==> src/rtl/stack_arbiter.sv <==
// Two-requester round-robin arbiter in front of a single-port stack.
// Each granted operation takes a fixed four-state trip: IDLE -> ISSUE -> WAIT -> RESP.
module stack_arbiter #(
  parameter int DATA_W = 8
) (
  input  logic              Clk,
  input  logic              Rst,
  input  logic              Req0,
  input  logic              Req1,
  input  logic              Op0,
  input  logic              Op1,
  input  logic [DATA_W-1:0] Din0,
  input  logic [DATA_W-1:0] Din1,
  output logic              Ack0,
  output logic              Ack1,
  output logic [DATA_W-1:0] Dout0,
  output logic [DATA_W-1:0] Dout1,
  output logic              Err0,
  output logic              Err1,
  output logic              S_Push,
  output logic              S_Pop,
  output logic [DATA_W-1:0] S_Data_In,
  input  logic [DATA_W-1:0] S_Data_Out,
  input  logic              S_Full,
  input  logic              S_Avail,
  output logic              Busy
);

  localparam logic [1:0] IDLE  = 2'd0;
  localparam logic [1:0] ISSUE = 2'd1;
  localparam logic [1:0] WAIT  = 2'd2;
  localparam logic [1:0] RESP  = 2'd3;

  logic [1:0]        state;
  logic              last;    // index of the requester granted most recently
  logic              win;     // index of the requester being served
  logic              op_q;    // 1 = push
  logic [DATA_W-1:0] din_q;
  logic              err_q;
  logic [DATA_W-1:0] dout0_q;
  logic [DATA_W-1:0] dout1_q;
  logic              grant1;

  // Round-robin pick: requester 1 wins when alone, or when both ask and 0 went last.
  always_comb begin
    grant1 = Req1 & (~Req0 | ~last);
  end

  // FSM, request latch, error flag and per-requester pop results.
  always_ff @(posedge Clk) begin
    if (Rst) begin
      state   <= IDLE;
      last    <= 1'b1;
      win     <= 1'b0;
      op_q    <= 1'b0;
      din_q   <= '0;
      err_q   <= 1'b0;
      dout0_q <= '0;
      dout1_q <= '0;
    end else begin
      case (state)
        IDLE: begin
          if (Req0 | Req1) begin
            win   <= grant1;
            last  <= grant1;
            op_q  <= grant1 ? Op1 : Op0;
            din_q <= grant1 ? Din1 : Din0;
            err_q <= 1'b0;
            state <= ISSUE;
          end
        end
        ISSUE: begin
          err_q <= op_q ? S_Full : ~S_Avail;
          state <= WAIT;
        end
        WAIT: begin
          if (!op_q && !err_q) begin
            if (win) dout1_q <= S_Data_Out;
            else     dout0_q <= S_Data_Out;
          end
          state <= RESP;
        end
        default: state <= IDLE;
      endcase
    end
  end

  // Strobes, acknowledges and status decoded from state.
  always_comb begin
    S_Push    = (state == ISSUE) &  op_q & ~S_Full;
    S_Pop     = (state == ISSUE) & ~op_q &  S_Avail;
    S_Data_In = din_q;
    Ack0      = (state == RESP) & ~win;
    Ack1      = (state == RESP) &  win;
    Err0      = (state == RESP) & ~win & err_q;
    Err1      = (state == RESP) &  win & err_q;
    Dout0     = dout0_q;
    Dout1     = dout1_q;
    Busy      = (state != IDLE);
  end

endmodule

==> config.mk <==
export PLATFORM = sky130hd
export DESIGN_NAME = stack_arbiter
export DESIGN_NICKNAME = d
export VERILOG_FILES = /design/src/rtl/stack_arbiter.sv
export SDC_FILE = /design/constraint.sdc
export NUM_CORES = 1
export LEC_CHECK = 0
export CORE_MARGIN = 8
export CORE_UTILIZATION = 37
export DETAILED_ROUTE_END_ITERATION = 10
export PLACE_DENSITY = 0.76
export SLEW_MARGIN = 15
export SYNTH_ARGS = -nofsm -noshare
export SYNTH_HDL_FRONTEND = slang
export SYNTH_SLANG_ARGS = --single-unit
==> constraint.sdc <==
create_clock -name Clk -period 1.4 [get_ports Clk]
set_clock_uncertainty 0.2 [all_clocks]
set_input_delay 0.28 -clock Clk [delete_from_list [all_inputs] [get_ports Clk]]
set_output_delay 0.28 -clock Clk [all_outputs]
set_load 0.005 [all_outputs]
==> flow_metrics.tcl <==
set metrics [dict create \
    detail-route-antenna-nets 0 \
    timing.critical_path.mode_cell "sky130_fd_sc_hd__buf_6" \
    cellInternalPower_mw 2.902 \
    fp.coreArea_sq_um 3606 \
    seqPwrFrac_pct 28.8 \
    dp_worst_setup_slack_ns -0.5215 \
    dieWidth_um 76.60 \
    slew-limit-headroom_pct 77.46 \
    vias 1412 \
    number_of_standard_cells_in_the_final_layout_excluding_fillers 291 \
    leading_post_synthesis_cells_by_cell_area "sky130_fd_sc_hd__dfxtp_1 (44%), sky130_fd_sc_hd__mux2i_1 (7.4%), sky130_fd_sc_hd__nand2_1 (6.9%)" \
    timing.final.crit_share_pct 123.1 \
    placementRows 22 \
    synthesis.area_per_instance_sq_um 8.823 \
    n_antenna_cell 0 \
    end_kind "register" \
    totalNegativeSetupSlack_ns -8.411 \
    dpl-instance-area_sq_um 2170 \
    p_sw_share_pct 36.06 \
    drt_first_pass_iters 4 \
    worst-slew-pin-transition_ns 0.3381 \
    worst-endpoint-arrival_ns 1.70 \
    drv.max_cap_violation_count 0 \
    clkLatencyLatePin_ns 0.28 \
    synthesis.yosys.warnings 0 \
    synth_fp_nets 190 \
    powerDensity_nw_per_um2 1756 \
    ys_types 32 \
    finish.instance_area_sq_um 2585 \
    ys.flop_type "sky130_fd_sc_hd__dfxtp_1" \
    synth-edff-count 0 \
    worst_setup_hold_path_clk_slew_ns 0.07 \
    final_critical_path_required_period_ns 1.723 \
    ir_drop_mv 1.359 \
    vias_per_cell 4.852 \
    final-setup-viol-count 37 \
    synth-seq-cells 30 \
    htree_levels 2 \
    finalHoldViolCount 0 \
    synth_largest_type_area_fraction_pct 44.20 \
    dp.final_hpwl_um 2877 \
    clock_sink_count 30 \
    syn-instance-count 154 \
    grt_start_max_net_pins 19 \
    crit_fanout 6 \
    routed_wl_um 4380 \
    ys_top_cells_by_count "sky130_fd_sc_hd__dfxtp_1 (30), sky130_fd_sc_hd__nand2_1 (25), sky130_fd_sc_hd__nor2_1 (21)" \
    hold_crit_path_type "register to register" \
    via_count_of_the_first_global_routing_pass 1415 \
    grt_pass1_wl_um 7210 \
    worstSetupPathType "register to register" \
    cts-root-buf "sky130_fd_sc_hd__clkbuf_8" \
    combPwrFrac_pct 55.5 \
    asyncSetResetFlopFracSynth_pct 0 \
    yosys.cell_count.top_type "sky130_fd_sc_hd__dfxtp_1" \
    route.detailed.drc 0 \
    rsz0062_at_grt "true" \
    synth_largest_area_cell "sky130_fd_sc_hd__dfxtp_1" \
    ctsLongestPathBuffers 2 \
    global_route.overflow_total 0 \
    placement.io_buffers 62 \
    p_leak_nw 1.083 \
    first_iter_violations 32 \
    maxSlewViolCount 0 \
    antenna_found_initial 0 \
    layout-drive-gt1-share_pct 44.03 \
    area_of_the_mapped_netlist_sq_um 1359 \
    worst_path_max_delay_cell "sky130_fd_sc_hd__dfxtp_4" \
    startpoint_type "register" \
    place.gp.congestion 0.7080 \
    outcome "finished with violations" \
    clock_power_share_pct 15.6 \
    design.final.nets 278 \
    p_sw_mw 1.637 \
    clock_tree_from_tritoncts "done" \
    numCtsBuffers 5 \
    setup_slack_ns -0.3232 \
    floorplan.initialDensity_pct 37.68 \
    critPathRequiredTime_ns 1.37 \
    worstPathCellList "inv_4 -> buf_6 -> ha_4 -> buf_6 -> buf_6 -> a21oi_2 -> a31oi_1 -> or2_4" \
    post_cts_hold_buffer_count 0 \
    die_y_um 76.60 \
    worst_path_largest_cell_delay_ns 0.39 \
    dieArea_sq_um 5868 \
    max_clock_freq_mhz 580.3 \
    synth.yosys.seq_area_share_pct 44.20 \
    global_route.usage.total_pct 15.24 \
    dpl.cell_count 275 \
    ports_placed_on_the_boundary 63 \
    avgRoutedWirePerCell_um 15.05 \
    area.growth.synth_to_final_pct 90.24 \
    failed_checks "negative setup slack" \
]
-- flip-flops by register name, summed over array words and instances (netlist names) --
name and cells:
state 2, err_q 1, win 1, S_Data_In 8, last 1, Dout1 8, Dout0 8, op_q 1
-- path summary, 6_finish.rpt --
| kind | startpoint | endpoint | slack (ns) | cells past startpoint |
|---|---|---|---|---|
| worst max-delay path | state[1] | last | -0.32 | 8 |
| worst min-delay path | Dout0[7] | Dout0[7] | 0.26 | 2 |
| worst max register to register | state[1] | last | -0.32 | 8 |
| worst min register to register | Dout0[7] | Dout0[7] | 0.26 | 2 |
-- power groups by stage --
| stage | Combinational, mW | Clock [mW] | Sequential [mW] |
|---|---|---|---|
| final | 2.52 | 0.710 | 1.31 |
| after global routing | 2.70 | 0.782 | 1.34 |
| after CTS | 2.34 | 0.730 | 1.27 |
| after detailed placement | 1.69 | 0 | 1.22 |
| after global placement | 1.67 | 0 | 1.21 |
| after floorplan | 0.888 | 0 | 1.22 |
-- critical path, delay by kind of cell (launching register included) --
family | cells | cell delay [ns]
simple gates | 1 | 0.26
fa+ha+maj | 1 | 0.16
compound gates | 2 | 0.21
flops | 1 | 0.39
buf+inv | 4 | 0.41
-- cells in the final DEF (no fill, tap or decap), drive strengths merged, types with 5 or more instances in the layout --
cell	synthesis	routed
buf	8	36
clkdlybuf4s50	0	30
dfxtp	30	30
nand2	25	25
dlygate4sd2	0	23
nor2	21	21
a21oi	18	18
mux2i	10	10
a211oi	10	10
clkbuf	2	9
inv	5	5
-- cell families (layout without fill, tap and decap cells) --
family,Yosys count,count (layout),share of synthesized area (%)
adders and majority gates,4,4,3.683
muxes,10,10,7.367
AOI/OAI and AO/OA,36,36,17.50
and+or+nand+nor,59,59,21.36
DFF,30,30,44.20
buffers and inverters,15,104,5.893
-- layout make-up --
type / count / area, sq um
fillers: 287 / 1021
multi-input cells: 109 / 928.4
repair buffers: 91 / 858.3
flip-flops and latches: 30 / 618.1
clock buffers: 7 / 86.33
well taps: 48 / 60.06
inverters: 5 / 28.78
clock inverters: 1 / 5.005
-- metrics by stage --
stage	power, mW	hold WS [ns]	util [%]
floorplan	2.110	0.1831	-
global placement	2.885	0.2495	60.17
detailed placement	2.915	0.2530	60.17
CTS	4.343	0.2502	69.36
global route	4.821	0.2787	71.69
finish	4.539	0.2562	71.69
-- metal layers --
| metal | wire length (um) | vias to the layer above | share of wire, % | GRT usage, % |
|---|---|---|---|---|
| met3 | 320 | 4 | 7.3 | 7.311 |
| met1 | 1918 | 657 | 44 | 17.71 |
| met4 | 36 | 0 | 0.82 | 5.769 |
| li1 | - | 703 | - | - |
| met2 | 2104 | 48 | 48 | 23.56 |
| met5 | 0 | - | 0 | 0 |
-- timing repair --
item / CTS / global route
pin swaps: 26 / 20
endpoints found under the setup margin: 60 / 43
gates cloned: 2 / 0
gates resized for setup: 116 / 26
buffers inserted: 5 / 2
(Power assumes the default switching activity.)
